--- src/rtl/frame_buffer_matrix3_controller.sv ---
// Write/read sequencer for the 3x3 frame buffer: stores raster rows into the circular
// row store, then sweeps each completed centre row and tags the buffer's matrix output.
module frame_buffer_matrix3_controller #(
    parameter int unsigned P_COLUMNS         = 640,
    parameter int unsigned P_ROWS            = 4,
    parameter int unsigned P_FRAME_ROWS      = 480,
    parameter int unsigned P_PIXEL_DEPTH     = 8,
    parameter int unsigned P_COLUMNS_BITS    = $clog2(P_COLUMNS),
    parameter int unsigned P_ROWS_BITS       = $clog2(P_ROWS),
    parameter int unsigned P_FRAME_ROWS_BITS = $clog2(P_FRAME_ROWS)
) (
    input  logic                         I_CLK,
    input  logic                         I_RESET,
    input  logic [P_PIXEL_DEPTH-1:0]     I_PIXEL,
    input  logic                         I_PIXEL_VALID,
    output logic                         O_PIXEL_READY,
    output logic [P_COLUMNS_BITS-1:0]    O_BUF_COLUMN,
    output logic [P_ROWS_BITS-1:0]       O_BUF_ROW,
    output logic [P_PIXEL_DEPTH-1:0]     O_BUF_PIXEL,
    output logic                         O_BUF_WRITE_ENABLE,
    output logic                         O_BUF_READ_ENABLE,
    output logic                         O_MATRIX_VALID,
    output logic [P_COLUMNS_BITS-1:0]    O_MATRIX_COLUMN,
    output logic [P_FRAME_ROWS_BITS-1:0] O_MATRIX_ROW,
    output logic                         O_FRAME_DONE
);

    localparam logic [P_COLUMNS_BITS-1:0]    L_COL_LAST    = P_COLUMNS_BITS'(P_COLUMNS - 1);
    localparam logic [P_ROWS_BITS-1:0]       L_ROW_LAST    = P_ROWS_BITS'(P_ROWS - 1);
    localparam logic [P_FRAME_ROWS_BITS-1:0] L_CENTRE_LAST = P_FRAME_ROWS_BITS'(P_FRAME_ROWS - 2);
    localparam logic [P_FRAME_ROWS_BITS-1:0] L_FIRST_READ  = P_FRAME_ROWS_BITS'(2);

    typedef enum logic [0:0] {
        S_WRITE,
        S_READ
    } state_t;

    state_t                         state_q, state_d;
    logic [P_COLUMNS_BITS-1:0]      col_q, col_d;
    logic [P_ROWS_BITS-1:0]         wr_row_q, wr_row_d;
    logic [P_ROWS_BITS-1:0]         rd_row_q, rd_row_d;
    logic [P_FRAME_ROWS_BITS-1:0]   img_row_q, img_row_d;
    logic [P_FRAME_ROWS_BITS-1:0]   centre_q, centre_d;

    logic                           matrix_valid_q;
    logic [P_COLUMNS_BITS-1:0]      matrix_col_q;
    logic [P_FRAME_ROWS_BITS-1:0]   matrix_row_q;
    logic                           frame_done_q, frame_done_d;

    logic                           read_en;
    logic                           write_en;

    always_ff @(posedge I_CLK) begin
        if (I_RESET) begin
            state_q   <= S_WRITE;
            col_q     <= '0;
            wr_row_q  <= '0;
            rd_row_q  <= '0;
            img_row_q <= '0;
            centre_q  <= '0;
        end else begin
            state_q   <= state_d;
            col_q     <= col_d;
            wr_row_q  <= wr_row_d;
            rd_row_q  <= rd_row_d;
            img_row_q <= img_row_d;
            centre_q  <= centre_d;
        end
    end

    always_comb begin
        state_d      = state_q;
        col_d        = col_q;
        wr_row_d     = wr_row_q;
        rd_row_d     = rd_row_q;
        img_row_d    = img_row_q;
        centre_d     = centre_q;
        read_en      = 1'b0;
        write_en     = 1'b0;
        frame_done_d = 1'b0;
        O_BUF_ROW    = wr_row_q;

        unique case (state_q)
            S_WRITE: begin
                write_en  = I_PIXEL_VALID;
                O_BUF_ROW = wr_row_q;
                if (I_PIXEL_VALID) begin
                    if (col_q == L_COL_LAST) begin
                        col_d     = '0;
                        wr_row_d  = (wr_row_q == L_ROW_LAST) ? '0 : wr_row_q + 1'b1;
                        img_row_d = img_row_q + 1'b1;
                        // Completed row r gives both neighbours of centre r-1.
                        if (img_row_q >= L_FIRST_READ) begin
                            state_d  = S_READ;
                            rd_row_d = (wr_row_q == '0) ? L_ROW_LAST : wr_row_q - 1'b1;
                            centre_d = img_row_q - 1'b1;
                        end
                    end else begin
                        col_d = col_q + 1'b1;
                    end
                end
            end
            S_READ: begin
                read_en   = 1'b1;
                O_BUF_ROW = rd_row_q;
                if (col_q == L_COL_LAST) begin
                    col_d   = '0;
                    state_d = S_WRITE;
                    if (centre_q == L_CENTRE_LAST) begin
                        frame_done_d = 1'b1;
                        img_row_d    = '0;
                        wr_row_d     = '0;
                        rd_row_d     = '0;
                    end
                end else begin
                    col_d = col_q + 1'b1;
                end
            end
            default: begin
                state_d = S_WRITE;
            end
        endcase
    end

    // Sideband lines up with the buffer's one-cycle registered matrix output.
    always_ff @(posedge I_CLK) begin
        if (I_RESET) begin
            matrix_valid_q <= 1'b0;
            matrix_col_q   <= '0;
            matrix_row_q   <= '0;
            frame_done_q   <= 1'b0;
        end else begin
            matrix_valid_q <= read_en;
            frame_done_q   <= frame_done_d;
            if (read_en) begin
                matrix_col_q <= col_q;
                matrix_row_q <= centre_q;
            end
        end
    end

    assign O_PIXEL_READY      = (state_q == S_WRITE);
    assign O_BUF_COLUMN       = col_q;
    assign O_BUF_PIXEL        = I_PIXEL;
    assign O_BUF_WRITE_ENABLE = write_en;
    assign O_BUF_READ_ENABLE  = read_en;
    assign O_MATRIX_VALID     = matrix_valid_q;
    assign O_MATRIX_COLUMN    = matrix_col_q;
    assign O_MATRIX_ROW       = matrix_row_q;
    assign O_FRAME_DONE       = frame_done_q;

endmodule

--- config.mk ---
export PLATFORM = sky130hd
export DESIGN_NAME = frame_buffer_matrix3_controller
export DESIGN_NICKNAME = d
export VERILOG_FILES = /design/src/rtl/frame_buffer_matrix3_controller.sv
export SDC_FILE = /design/constraint.sdc
export NUM_CORES = 1
export LEC_CHECK = 0
export CAP_MARGIN = 30
export CORE_MARGIN = 8
export CORE_UTILIZATION = 45
export DETAILED_ROUTE_END_ITERATION = 8
export GPL_TIMING_DRIVEN = 0
export PLACE_DENSITY = 0.75
export SLEW_MARGIN = 30
export SYNTH_ARGS = -nofsm -noshare
export SYNTH_HDL_FRONTEND = slang
export SYNTH_SLANG_ARGS = --single-unit
--- constraint.sdc ---
create_clock -name I_CLK -period 1.8 [get_ports I_CLK]
set_input_delay 0.27 -clock I_CLK [delete_from_list [all_inputs] [get_ports I_CLK]]
set_output_delay 0.27 -clock I_CLK [all_outputs]
set_load 0.01 [all_outputs]
==> impl_metrics.tcl <==
set metrics [dict create \
    synth_fa_ha_area_frac 0.02970 \
    cpMaxStageDelayCell "o41a_1" \
    dr.pass1.iters 4 \
    synth_edf_count 0 \
    r2r_start "centre_q[1]" \
    status "complete, but fails checks" \
    crit_path_max_incr_delay_ps 480 \
    final.fill_count 471 \
    coreArea_sq_um 5473 \
    io_pins 55 \
    final-setup-viol-count 7 \
    multiInputGateArea_sq_um 1324 \
    clock_latency_ps 310 \
    gp_congestion 0.8186 \
    ys_ff_latch 54 \
    die-area_sq_um 8271 \
    worstMarginPinSlew_ps 524.0 \
    postSynthNetCount 292 \
    synth_ff_type "dfxtp_1" \
    worstHoldStart "rd_row_q[0]" \
    yosysMostFrequentCell "dfxtp_1" \
    grt_setup_unrepaired "true" \
    dp_hpwl_um 4399 \
    min_period_over_period 1.019 \
    syn-instance-count 275 \
    violations "setup timing" \
    ctsRootBufferMaster "clkbuf_8" \
    port_buffers 46 \
    finalSetupTns_ps -178.2 \
    totalPowerFinal_mw 2.280 \
    grt_max_degree 17 \
    cts_buffer_depth 2 \
    worstSetupPathType "reg -> reg" \
    cp.arrival_ps 2080 \
    diodes 0 \
    relSlewSlack 0.6475 \
    synth.cell_area_sq_um 2527 \
    fin_ws_ps -34.03 \
    hold_end "rd_row_q[0]" \
    synthArstFlopShare 0 \
    cts.sinks 54 \
    slew_viol_final 0 \
    vias 2179 \
    die-width_um 90.95 \
    post-route-util 0.6159 \
    synth.top_cells.by_area "dfxtp_1 43%, mux2i_1 7.9%, nor2_1 4.5%, a21oi_1 4.2%, a211oi_1 3.0%" \
    peakVddDrop_uv 583.9 \
    cp-end-kind "flip-flop" \
    synth_top_family_by_area "simple AND/OR/NAND/NOR gates" \
    grt_use_total 0.1473 \
    synth_xor_area_frac 0.05545 \
    clock.fmax_mhz 545.2 \
    synth_common_cells "54 x dfxtp_1, 30 x nor2_1, 21 x a21oi_1" \
    hold_depth 2 \
    maxCapViolations 0 \
    period_needed_ps 1834 \
    worstPathCellList "nand4_1 > o41a_1 > buf_4 > or4_1 > a21oi_1" \
    antenna_found_initial 0 \
    synth-compound-area-share 0.1282 \
    synth_cell_types 40 \
    via_per_inst 5.354 \
    drive_above_1_share 0.1910 \
    cp.required_ps 2050 \
    reg2reg_to "img_row_q[4]" \
    syn_area_per_cell_sq_um 9.191 \
    crit_fanout 6 \
    critical_path.startpoint_type "flip-flop" \
    drtAntennaViolNets 0 \
    final_nets 351 \
    std_cell_rows 27 \
    cts_max_level 2 \
    p_leak_nw 1.183 \
    cts_tree "done" \
    start_util 0.4618 \
    power-per-cell-area_nw_per_um2 676.5 \
    wire_per_inst_um 15.35 \
    remaining_drc_errors 0 \
    fin_skew_ps 8.521 \
    grt_pass1_wl_um 10180 \
    hold_class "reg -> reg" \
    yosys.area.top_type_share 0.4277 \
    ff2ff_setup_slack_ps -30 \
    cts.clk_slew.worst_paths_ps 100 \
    ys_warn_count 0 \
    worst_r2r_path_depth 5 \
    overflow 0 \
    grt_pass1_vias 2090 \
    final-hold-violation-count 0 \
    yosysSeqAreaShare 0.4277 \
    regArea_sq_um 1105 \
    die_h_um 90.95 \
    synth-simple-area-share 0.2035 \
    drt-total-wl_um 6247 \
    cts_buffers 5 \
    first_iter_violations 91 \
    synthMuxAreaShare 0.08366 \
    yosys.area.top_type "dfxtp_1" \
    syn2layout_area_growth_pct 33.37 \
]
worst max-delay path: cells and delay by family (launching register included):
family                 cells  cell delay, ps
AO/OA/AOI/OAI              2             630
flip-flops                 1             360
buffers and inverters      1             180
AND/OR/NAND/NOR            2             600
cells in the final DEF, fill, tap and decap left out, types with 6 or more instances in the layout:
cell type | synthesis | final
clkbuf_8 | 0 | 6
xnor2_1 | 8 | 8
buf_4 | 8 | 16
or4_1 | 8 | 7
clkdlybuf4s50_1 | 0 | 43
xor2_1 | 8 | 8
dfxtp_1 | 54 | 41
mux2i_1 | 20 | 20
clkbuf_1 | 11 | 7
nand4_1 | 8 | 8
a211oi_1 | 10 | 10
nor2_1 | 30 | 29
inv_1 | 8 | 7
nand2_1 | 14 | 14
a21oi_1 | 21 | 18
nor3_1 | 9 | 9
dfxtp_2 | 0 | 10
area by class of cell:
cell class                      instances  share of cell area
Clock buffer                            6             0.02450
Inverter                                8            0.008909
Timing Repair Buffer                   54              0.1540
Sequential cell                        54              0.3278
Buffer                                 25             0.04751
Tap cell                               72             0.02673
Clock inverter                          2             0.01782
Multi-Input combinational cell        186              0.3927
state kept, by name, summed over array words and instances (netlist names):
register         flops
O_BUF_COLUMN        10
O_FRAME_DONE         1
O_MATRIX_COLUMN     10
O_MATRIX_ROW         9
O_MATRIX_VALID       1
centre_q             9
img_row_q            9
rd_row_q             2
state_q              1
wr_row_q             2
metal layers:
metal	global-route usage	part of all wire	vias to the layer above	wire length [um]
met5	0	0	-	0
met3	0.05432	0.051	10	321
met1	0.1699	0.45	1022	2808
met4	0.04775	0.019	0	116
li1	-	-	1093	-
met2	0.2467	0.48	54	3001
cell families after synthesis:
family / Yosys count
xor+xnor: 16
flops: 54
fa+ha+maj: 6
buf+inv: 35
compound gates: 50
mux: 21
simple gates: 93
stage by stage:
stage          worst slack, ps  instance area (sq um)  hold slack (ps)  cells
2_1_floorplan            42.85                   2527            434.8    275
3_3_place_gp            -558.0                   3078            450.0    393
3_5_place_dp            -506.2                   3078            456.9    393
4_1_cts                  2.816                   3302            475.1    407
5_1_grt                 -81.12                   3371            496.0    407
6_report                -34.03                   3371            473.1    407
worst max path at each step:
| stage | start | end | slack [ps] |
|---|---|---|---|
| after floorplan | O_BUF_COLUMN[0] | rd_row_q[1] | 40 |
| after global placement | state_q | O_BUF_ROW[1] | -560 |
| after detailed placement | state_q | O_BUF_ROW[1] | -510 |
| after CTS | O_BUF_COLUMN[3] | img_row_q[6] | 3 |
| after global routing | centre_q[1] | img_row_q[5] | -80 |
| final | centre_q[1] | img_row_q[4] | -30 |
power breakdown:
group	internal (mW)	switching, mW
registers	1.20	0.00682
clock network	0.593	0.387
logic	0.0506	0.0465
total	1.84	0.440
what timing repair did:
item                       in CTS  in global routing
setup buffers                   6                  2
cloned                          0                  0
gates resized for setup        18                 26
setup endpoints to repair      25                 23
pin swaps                       2                  4
hold buffers                    0                  0
(Power assumes the default switching activity.)
